==> config.mk <==
export PLATFORM = sky130hd
export DESIGN_NAME = bus_master_ctrl_flat
export DESIGN_NICKNAME = d
export VERILOG_FILES = /design/src/rtl/bus_master_ctrl_if.sv /design/src/rtl/bus_master_ctrl.sv /design/src/flat_wrapper.sv
export SDC_FILE = /design/constraint.sdc
export NUM_CORES = 1
export LEC_CHECK = 0
export CAP_MARGIN = 20
export CORE_ASPECT_RATIO = 0.75
export CORE_MARGIN = 1
export CORE_UTILIZATION = 41
export DETAILED_ROUTE_END_ITERATION = 7
export PLACE_DENSITY = 0.81
export SLEW_MARGIN = 20
export SYNTH_ARGS = -nofsm -noshare
export SYNTH_HDL_FRONTEND = slang
export SYNTH_SLANG_ARGS = --single-unit
==> constraint.sdc <==
create_clock -name clk -period 4.6 [get_ports clk]
set_input_delay 0.69 -clock clk [delete_from_list [all_inputs] [get_ports clk]]
set_output_delay 0.69 -clock clk [all_outputs]
set_load 0.005 [all_outputs]
==> src/rtl/bus_master_ctrl_if.sv <==
// CPU request/response and slave-bus signal bundle for bus_master_ctrl.
// The master modport is the controller's view; the slave modport is the CPU/slave-mux side.
interface bus_master_ctrl_if;
    logic        req_valid;
    logic        req_ready;
    logic [31:0] req_addr;
    logic        req_wr;
    logic [31:0] req_wdata;
    logic        rsp_valid;
    logic [31:0] rsp_rdata;
    logic        rsp_err;
    logic [31:0] bus_addr;
    logic        bus_wr;
    logic [31:0] bus_wdata;
    logic        s0_csn;
    logic        s1_csn;
    logic        s2_csn;
    logic        s3_csn;
    logic        s4_csn;
    logic        s5_csn;
    logic        s6_csn;
    logic        s7_csn;
    logic [31:0] m_rdata;
    logic        m_rdyn;

    modport master (
        input  req_valid, req_addr, req_wr, req_wdata, m_rdata, m_rdyn,
        output req_ready, rsp_valid, rsp_rdata, rsp_err, bus_addr, bus_wr, bus_wdata,
        output s0_csn, s1_csn, s2_csn, s3_csn, s4_csn, s5_csn, s6_csn, s7_csn
    );

    modport slave (
        output req_valid, req_addr, req_wr, req_wdata, m_rdata, m_rdyn,
        input  req_ready, rsp_valid, rsp_rdata, rsp_err, bus_addr, bus_wr, bus_wdata,
        input  s0_csn, s1_csn, s2_csn, s3_csn, s4_csn, s5_csn, s6_csn, s7_csn
    );
endinterface

==> src/rtl/bus_master_ctrl.sv <==
// Single-outstanding bus master: decodes a CPU request onto one of eight active-low chip
// selects, waits for the muxed ready (or a timeout) and returns a one-cycle response.
module bus_master_ctrl #(
    parameter int unsigned SEL_LSB = 28,
    parameter int unsigned TIMEOUT = 256,
    parameter int unsigned CNT_W   = 9
) (
    input  logic               clk,
    input  logic               rst,
    bus_master_ctrl_if.master  bus
);
    localparam int unsigned ADDR_W  = 32;
    localparam int unsigned DATA_W  = 32;
    localparam int unsigned NUM_SLV = 8;
    localparam int unsigned SEL_W   = 3;
    localparam logic [CNT_W-1:0] TO_LAST = CNT_W'((TIMEOUT == 0) ? 0 : TIMEOUT - 1);

    typedef enum logic [1:0] {
        ST_IDLE   = 2'd0,
        ST_ACCESS = 2'd1,
        ST_RESP   = 2'd2
    } state_t;

    state_t               r_state;
    logic [NUM_SLV-1:0]   r_csn;
    logic                 r_req_ready;
    logic                 r_rsp_valid;
    logic                 r_rsp_err;
    logic [DATA_W-1:0]    r_rsp_rdata;
    logic [ADDR_W-1:0]    r_bus_addr;
    logic                 r_bus_wr;
    logic [DATA_W-1:0]    r_bus_wdata;
    logic [CNT_W-1:0]     r_cnt;

    logic [SEL_W-1:0]     w_sel;
    logic                 w_timeout;

    assign w_sel     = bus.req_addr[SEL_LSB +: SEL_W];
    assign w_timeout = (TIMEOUT != 0) && (r_cnt == TO_LAST);

    // Controller FSM; every output is a register so chip selects cannot glitch.
    always_ff @(posedge clk or posedge rst) begin
        if (rst) begin
            r_state     <= ST_IDLE;
            r_csn       <= '1;
            r_req_ready <= 1'b1;
            r_rsp_valid <= 1'b0;
            r_rsp_err   <= 1'b0;
            r_rsp_rdata <= '0;
            r_bus_addr  <= '0;
            r_bus_wr    <= 1'b0;
            r_bus_wdata <= '0;
            r_cnt       <= '0;
        end else begin
            unique case (r_state)
                ST_IDLE: begin
                    if (bus.req_valid) begin
                        r_bus_addr  <= bus.req_addr;
                        r_bus_wr    <= bus.req_wr;
                        r_bus_wdata <= bus.req_wdata;
                        r_req_ready <= 1'b0;
                        // Upper half of the address space has no slave behind it.
                        if (bus.req_addr[ADDR_W-1]) begin
                            r_state     <= ST_RESP;
                            r_rsp_valid <= 1'b1;
                            r_rsp_err   <= 1'b1;
                            r_rsp_rdata <= '0;
                        end else begin
                            r_state <= ST_ACCESS;
                            r_csn   <= ~(NUM_SLV'(1) << w_sel);
                        end
                    end
                end
                ST_ACCESS: begin
                    r_cnt <= r_cnt + CNT_W'(1);
                    // Slave ready takes priority over a timeout in the same cycle.
                    if (!bus.m_rdyn) begin
                        r_state     <= ST_RESP;
                        r_csn       <= '1;
                        r_rsp_valid <= 1'b1;
                        r_rsp_err   <= 1'b0;
                        r_rsp_rdata <= r_bus_wr ? '0 : bus.m_rdata;
                    end else if (w_timeout) begin
                        r_state     <= ST_RESP;
                        r_csn       <= '1;
                        r_rsp_valid <= 1'b1;
                        r_rsp_err   <= 1'b1;
                        r_rsp_rdata <= '0;
                    end
                end
                ST_RESP: begin
                    r_state     <= ST_IDLE;
                    r_rsp_valid <= 1'b0;
                    r_req_ready <= 1'b1;
                    r_cnt       <= '0;
                end
                default: begin
                    r_state     <= ST_IDLE;
                    r_csn       <= '1;
                    r_rsp_valid <= 1'b0;
                    r_req_ready <= 1'b1;
                    r_cnt       <= '0;
                end
            endcase
        end
    end

    assign bus.req_ready = r_req_ready;
    assign bus.rsp_valid = r_rsp_valid;
    assign bus.rsp_err   = r_rsp_err;
    assign bus.rsp_rdata = r_rsp_rdata;
    assign bus.bus_addr  = r_bus_addr;
    assign bus.bus_wr    = r_bus_wr;
    assign bus.bus_wdata = r_bus_wdata;
    assign bus.s0_csn    = r_csn[0];
    assign bus.s1_csn    = r_csn[1];
    assign bus.s2_csn    = r_csn[2];
    assign bus.s3_csn    = r_csn[3];
    assign bus.s4_csn    = r_csn[4];
    assign bus.s5_csn    = r_csn[5];
    assign bus.s6_csn    = r_csn[6];
    assign bus.s7_csn    = r_csn[7];
endmodule

==> src/flat_wrapper.sv <==
// flat-port wrapper written by rule: the top's interface ports become plain ports
module bus_master_ctrl_flat 
#(
    parameter int unsigned SEL_LSB = 28,
    parameter int unsigned TIMEOUT = 256,
    parameter int unsigned CNT_W   = 9
)
  (clk, rst, bus_req_valid, bus_req_addr, bus_req_wr, bus_req_wdata, bus_m_rdata, bus_m_rdyn, bus_req_ready, bus_rsp_valid, bus_rsp_rdata, bus_rsp_err, bus_bus_addr, bus_bus_wr, bus_bus_wdata, bus_s0_csn, bus_s1_csn, bus_s2_csn, bus_s3_csn, bus_s4_csn, bus_s5_csn, bus_s6_csn, bus_s7_csn);
  bus_master_ctrl_if bus_i ();
  input  logic clk;
  input  logic rst;
  input wire logic [$bits(bus_i.req_valid)-1:0] bus_req_valid;
  input wire logic [$bits(bus_i.req_addr)-1:0] bus_req_addr;
  input wire logic [$bits(bus_i.req_wr)-1:0] bus_req_wr;
  input wire logic [$bits(bus_i.req_wdata)-1:0] bus_req_wdata;
  input wire logic [$bits(bus_i.m_rdata)-1:0] bus_m_rdata;
  input wire logic [$bits(bus_i.m_rdyn)-1:0] bus_m_rdyn;
  output wire logic [$bits(bus_i.req_ready)-1:0] bus_req_ready;
  output wire logic [$bits(bus_i.rsp_valid)-1:0] bus_rsp_valid;
  output wire logic [$bits(bus_i.rsp_rdata)-1:0] bus_rsp_rdata;
  output wire logic [$bits(bus_i.rsp_err)-1:0] bus_rsp_err;
  output wire logic [$bits(bus_i.bus_addr)-1:0] bus_bus_addr;
  output wire logic [$bits(bus_i.bus_wr)-1:0] bus_bus_wr;
  output wire logic [$bits(bus_i.bus_wdata)-1:0] bus_bus_wdata;
  output wire logic [$bits(bus_i.s0_csn)-1:0] bus_s0_csn;
  output wire logic [$bits(bus_i.s1_csn)-1:0] bus_s1_csn;
  output wire logic [$bits(bus_i.s2_csn)-1:0] bus_s2_csn;
  output wire logic [$bits(bus_i.s3_csn)-1:0] bus_s3_csn;
  output wire logic [$bits(bus_i.s4_csn)-1:0] bus_s4_csn;
  output wire logic [$bits(bus_i.s5_csn)-1:0] bus_s5_csn;
  output wire logic [$bits(bus_i.s6_csn)-1:0] bus_s6_csn;
  output wire logic [$bits(bus_i.s7_csn)-1:0] bus_s7_csn;
  assign bus_i.req_valid = bus_req_valid;
  assign bus_i.req_addr = bus_req_addr;
  assign bus_i.req_wr = bus_req_wr;
  assign bus_i.req_wdata = bus_req_wdata;
  assign bus_i.m_rdata = bus_m_rdata;
  assign bus_i.m_rdyn = bus_m_rdyn;
  assign bus_req_ready = bus_i.req_ready;
  assign bus_rsp_valid = bus_i.rsp_valid;
  assign bus_rsp_rdata = bus_i.rsp_rdata;
  assign bus_rsp_err = bus_i.rsp_err;
  assign bus_bus_addr = bus_i.bus_addr;
  assign bus_bus_wr = bus_i.bus_wr;
  assign bus_bus_wdata = bus_i.bus_wdata;
  assign bus_s0_csn = bus_i.s0_csn;
  assign bus_s1_csn = bus_i.s1_csn;
  assign bus_s2_csn = bus_i.s2_csn;
  assign bus_s3_csn = bus_i.s3_csn;
  assign bus_s4_csn = bus_i.s4_csn;
  assign bus_s5_csn = bus_i.s5_csn;
  assign bus_s6_csn = bus_i.s6_csn;
  assign bus_s7_csn = bus_i.s7_csn;
  bus_master_ctrl #(.SEL_LSB(SEL_LSB), .TIMEOUT(TIMEOUT), .CNT_W(CNT_W)) u_core (.clk(clk), .rst(rst), .bus(bus_i));
endmodule
==> results.yml, run 1 <==
status:
  outcome: "finished clean"
cts:
  clkTransAtPathRegs_ps: 50
  numCtsBuffers: 17
  cts_tree: "yes"
  cts_repair_resize_count: 0
  root_buffer: "clkbuf_16"
  h-tree-depth: 4
  cts_setup_buffers: 0
  numClockSinks: 119
  clock_latency_ps: 400
  cts_hold_buf: 0
  cts_buffer_depth: 2
global_route:
  antenna_found_initial: 0
  grt_max_degree: 79
  grt_pass1_vias: 3536
  grt_pass1_wl_um: 18100
  grt-ovfl-total: 0
  grt_use_total_pct: 21.1
synthesis:
  synth_area_leaders: "dfrtp_1 61%, mux2_2 16%, a22o_1 6.2%, dfstp_2 5.2%, o32a_1 1.3%"
  netlist_area_um2: 4530
  synthTopCellsByCount: "110 x dfrtp_1, 65 x mux2_2, 32 x a22o_1, 12 x nor2_1"
  ys_seq_elements: 119
  synthFlopType: "dfrtp_1"
  postSynth.asyncResetShare_pct: 100
  synth_area_per_cell_um2: 15.2
  synth_edf_count: 0
  yosysMostFrequentCell: "dfrtp_1"
  synth_top_area_share_pct: 60.8
  synth_cell_types: 32
  synth_seq_area_share_pct: 66.0
  yosysTopAreaCell: "dfrtp_1"
  synthesis.nets: 401
  synth-warning-count: 0
  netlist_instances: 298
floorplanning:
  start_util_pct: 43.1
  rows: 32
  dieWidth_um: 123
  die_y_um: 93.0
  dieArea_um2: 11500
  io_pins: 209
  core_um2: 10500
sta:
  min_period_over_period_pct: 52.3
  rsz0062_at_grt: "no"
  fmax_mhz: 416
  period_minus_slack_ps: 2410
  timing.slew.headroom_pct: 37.6
  setup_viol: 0
  fin_tns_setup_ps: 0
  worst_pin_slew_ps: 936
  fin_ws_ps: 2190
  finalMaxSlewViolations: 0
  final-hold-violation-count: 0
  clock_skew_ps: 6.68
critical_path:
  crit_arrival_ps: 2680
  critPathKind: "in -> reg"
  cpMostUsedCell: "buf_4"
  crit_chain: "clkdlybuf4s50_1, nor3b_4, buf_4, a22oi_2, buf_4, a22o_1"
  startpoint: "bus_req_valid"
  critical-path-slowest-cell: "buf_4"
  critPathRequiredTime_ps: 4880
  max_stage_delay_ps: 670
  worst_setup_path_start_kind: "primary input"
  critPathMaxFanout: 67
  worst_setup_path_end_kind: "flip-flop"
  reg2reg_from: "u_core.r_state[0]"
layout:
  nets: 617
  fin_area_um2: 7370
  area_growth_pct: 62.8
  diodes: 0
  drive_gt1_share_pct: 21.3
placed_design:
  gp_congestion: 0.739
  io_buffers: 208
  hpwl_um: 7830
  dp_slack_ps: 1740
  placed_cell_area_um2: 6740
run:
  max_cap_viol_count: 0
routing:
  ant_nets: 0
  wl_um: 11400
  drt_iter0_markers: 152
  drt-wirelength-per-cell_um: 17.2
  vias_per_cell: 5.05
  drcViolationCount: 0
  vias: 3345
  dr.pass1.iters: 4
hold_path:
  min_from: "u_core.bus.rsp_err"
  hp-class: "reg -> reg"
pwr:
  power_leakage_nw: 3.09
  p_per_area_nw_per_um2: 518
  ir_drop_uv: 257
[layout by cell type, fill, tap and decap left out, types with 4 or more instances in the layout]
master,Yosys,routed
a22o_1,32,32
buf_4,5,5
bufinv_16,0,4
clkbuf_16,0,17
clkdlybuf4s50_1,0,208
dfrtp_1,110,110
dfstp_2,9,9
inv_1,5,4
mux2_2,65,65
nand4_1,4,4
nor2_1,12,12
o32a_1,6,6
[flip-flops by register name, summed over array words and instances, names as in the netlist]
signal and flops:
u_core.bus.req_ready 1, u_core.bus.bus_addr 32, u_core.bus.bus_wdata 32, u_core.bus.rsp_err 1, u_core.r_cnt 9, u_core.bus.rsp_valid 1, u_core.bus.bus_wr 1, u_core.r_csn 8
u_core.r_state 2, u_core.bus.rsp_rdata 32
[metrics by stage]
| step | std cells | hold WS, ps | total power, mW | util, % |
|---|---|---|---|---|
| global placement | 631 | 476 | 2.41 | 64.3 |
| finish | 662 | 492 | 3.81 | 70.2 |
| CTS | 662 | 496 | 3.86 | 70.2 |
| floorplan | 298 | 474 | 1.80 | - |
| global route | 662 | 513 | 3.99 | 70.2 |
| detailed placement | 631 | 479 | 2.45 | 64.3 |
[layer usage]
| metal | GRT usage (%) | up-vias | share of wire (%) |
|---|---|---|---|
| li1 | - | 1525 | - |
| met1 | 25.3 | 1675 | 41 |
| met2 | 33.0 | 134 | 49 |
| met3 | 10.2 | 11 | 9.5 |
| met4 | 7.33 | 0 | 1.4 |
| met5 | 0 | - | 0 |
[cells by family after synthesis]
logic type	after synthesis	synth area share (%)
DFF	119	66.0
muxes	66	16.4
AOI/OAI and AO/OA	52	9.65
and+or+nand+nor	34	4.17
buffers and inverters	21	2.41
xor gates and xnor gates	4	0.774
adders and majority gates	2	0.553
[cell type report]
class	count	area, um2
Fill cell	743	3120
Sequential cell	119	2990
Timing Repair Buffer	213	2120
Multi-Input combinational cell	158	1440
Clock buffer	23	478
Tap cell	136	170
Clock inverter	8	145
Inverter	5	21.3
[critical path, delay by kind of cell]
kind	cells	cell delay, ps
buffers and inverters	3	1480
AND/OR/NAND/NOR	1	190
AO/OA/AOI/OAI	2	310
[worst paths after layout]
check                                           end  slack (ps)  cells past startpoint
max                        u_core.bus.rsp_rdata[24]        2190                      6
min                              u_core.bus.rsp_err         490                      1
max reg2reg                u_core.bus.rsp_rdata[24]        2320                      5
min reg2reg                      u_core.bus.rsp_err         490                      1
max in group asynchronous  u_core.bus.rsp_rdata[18]        2870                      3
min in group asynchronous    u_core.bus.bus_addr[3]         850                      2
[power breakdown]
part / switching, mW / internal, mW
sequential: 0.156 / 1.30
combinational: 0.302 / 0.666
clock: 0.446 / 0.945
total: 0.905 / 2.91
Note: power is estimated with default switching activity, not from simulation.
==> inputs of run 2 (changes only) <==
Settings changed: CORE_UTILIZATION 41 to 37, PLACE_DENSITY 0.81 to 0.77.
Clock period 4.6 ns to 2.2 ns, I/O delays scaled along.
==> run 2 against run 1 <==
- utilization is 6.7 points lower
- critical path type is now reg -> reg
- first-iteration DRC count is 28% lower
- wire length is 0.53% higher
- final cell count is 4.8% higher
- die area is 11% higher
- sequential power is 110% higher
- critical endpoint is now u_core.bus.rsp_rdata[31]
- critical path depth is 2 higher
- highest routed layer unchanged
- clock skew is 1.3 ps higher
- largest cell class unchanged
- sequential cell count stayed put
- worst hold slack worse by 75 ps
- global-route usage is 2.3 points lower
==> results.yml, run 2 (synthesis results as in run 1) <==
routing:
  drt-wirelength-per-cell_um: 16.5
  drcViolationCount: 0
  vias: 3320
  wl_um: 11500
  dr.pass1.iters: 5
  drt_iter0_markers: 110
  ant_nets: 0
  vias_per_cell: 4.78
floorplanning:
  dieWidth_um: 130
  io_pins: 209
  rows: 34
  dieArea_um2: 12700
  start_util_pct: 38.5
  core_um2: 11700
  die_y_um: 97.8
run:
  max_cap_viol_count: 0
layout:
  drive_gt1_share_pct: 22.0
  nets: 622
  seqCellArea_um2: 2990
  final_cell_mix: "208 x clkdlybuf4s50_1, 110 x dfrtp_1, 65 x mux2_2"
  multi_input_area_um2: 1440
  diodes: 0
  final_common_cell: "clkdlybuf4s50_1"
  n_fill_cell: 921
  area_growth_pct: 64.8
  post-route-util_pct: 63.5
  stdcell_count: 694
sta:
  period_minus_slack_ps: 1890
  worst_pin_slew_ps: 600
  setup_viol: 0
  finalMaxSlewViolations: 0
  fmax_mhz: 529
  timing.slew.headroom_pct: 60.0
  fin_tns_setup_ps: 0
  rsz0062_at_grt: "no"
  final-hold-violation-count: 0
  min_period_over_period_pct: 86.0
  clock_skew_ps: 8.01
placed_design:
  hpwl_um: 8190
  dpl.cell_count: 662
  io_buffers: 208
  gp_congestion: 0.754
critical_path:
  reg2reg_from: "u_core.r_cnt[0]"
  critical-path-slowest-cell: "dfrtp_1"
  worst_setup_path_start_kind: "flip-flop"
  crit_chain: "ha_1, nand3_1, nor2_1, ha_1, nand2b_1, a22oi_2, buf_12, a22o_1"
  critPathRequiredTime_ps: 2530
  cp_top_family: "adder cells"
  path_buf_inv: 1
  critPathMaxFanout: 32
  rr_worst_depth: 8
  r2r_slack_ps: 310
  r2r-end: "u_core.bus.rsp_rdata[31]"
  worst_setup_path_end_kind: "flip-flop"
  critPathKind: "reg -> reg"
  cpMostUsedCell: "ha_1"
  max_stage_delay_ps: 420
  crit_arrival_ps: 2220
pwr:
  power.total_mw: 7.87
  power_leakage_nw: 3.12
  ir_drop_uv: 608
  p_per_area_nw_per_um2: 1050
status:
  outcome: "finished clean"
hold_path:
  hp-class: "in -> async"
cts:
  cts_hold_buf: 0
  cts_buffer_depth: 2
  clock_latency_ps: 390
  root_buffer: "clkbuf_16"
  numCtsBuffers: 17
  cts_tree: "yes"
  h-tree-depth: 4
  numClockSinks: 119
  cts_setup_buffers: 0
  clkTransAtPathRegs_ps: 50
  cts_repair_resize_count: 0
global_route:
  grt_pass1_wl_um: 18300
  antenna_found_initial: 0
  grt-ovfl-total: 0
  grt_max_degree: 86
  grt_use_total_pct: 18.8
  grt_pass1_vias: 3613
==> run 2: cell types whose count changed in the layout (fill, tap and decap cells not counted), sizes merged <==
cell,previous run,this run
clkinvlp,2,3
inv,5,4
buf,5,10
bufinv,4,3
clkinv,2,4
==> run 2: worst max-delay path by stage <==
stage | start | cells after the start | slack [ps] | endpoint
2_1_floorplan | u_core.r_cnt[0] | 8 | 370 | u_core.bus.rsp_rdata[0]
3_3_place_gp | bus_req_valid | 5 | 260 | u_core.bus.bus_addr[10]
3_5_place_dp | bus_req_valid | 5 | 220 | u_core.bus.bus_wdata[31]
4_1_cts | u_core.r_cnt[0] | 8 | 300 | u_core.bus.rsp_rdata[31]
5_1_grt | u_core.r_cnt[0] | 8 | 190 | u_core.bus.rsp_rdata[7]
6_report | u_core.r_cnt[0] | 8 | 310 | u_core.bus.rsp_rdata[31]
==> run 2: tightest hold or removal path: cells and delay by family <==
kind     cells  cell delay [ps]
buf+inv      3              910
==> run 2: stage by stage <==
| step | hold WS, ps | area (um2) | setup WS [ps] |
|---|---|---|---|
| after floorplan | 470 | 4530 | 375 |
| after global placement | 475 | 6870 | 263 |
| after detailed placement | 479 | 6870 | 223 |
| after CTS | 436 | 7460 | 297 |
| after global routing | 453 | 7460 | 187 |
| final | 417 | 7460 | 308 |
==> run 2: metal layers <==
| metal | global-route usage (%) | vias up | share of wire [%] |
|---|---|---|---|
| li1 | - | 1534 | - |
| met1 | 22.5 | 1653 | 42 |
| met2 | 30.8 | 129 | 49 |
| met3 | 8.27 | 4 | 9.3 |
| met4 | 5.10 | 0 | 0.38 |
| met5 | 0 | - | 0 |
==> run 2: power by group <==
| group | total [mW] | switching [mW] | internal [mW] |
|---|---|---|---|
| combinational | 2.08 | 0.652 | 1.43 |
| clock | 2.75 | 0.916 | 1.83 |
| sequential | 3.04 | 0.321 | 2.72 |
==> run 2: final cells by class <==
type                            instances  share of cell area, %
Timing Repair Buffer                  218                   29.6
Inverter                                5                  0.302
Multi-Input combinational cell        158                   19.4
Tap cell                              162                   2.72
Clock buffer                           23                   6.27
Sequential cell                       119                   40.1
Clock inverter                          9                   1.68
==> inputs of run 3 (changes only) <==
Settings changed: CAP_MARGIN 20 to 10.
==> results of run 3 <==
The final DEF is identical to that of run 2; final timing and power are the same.
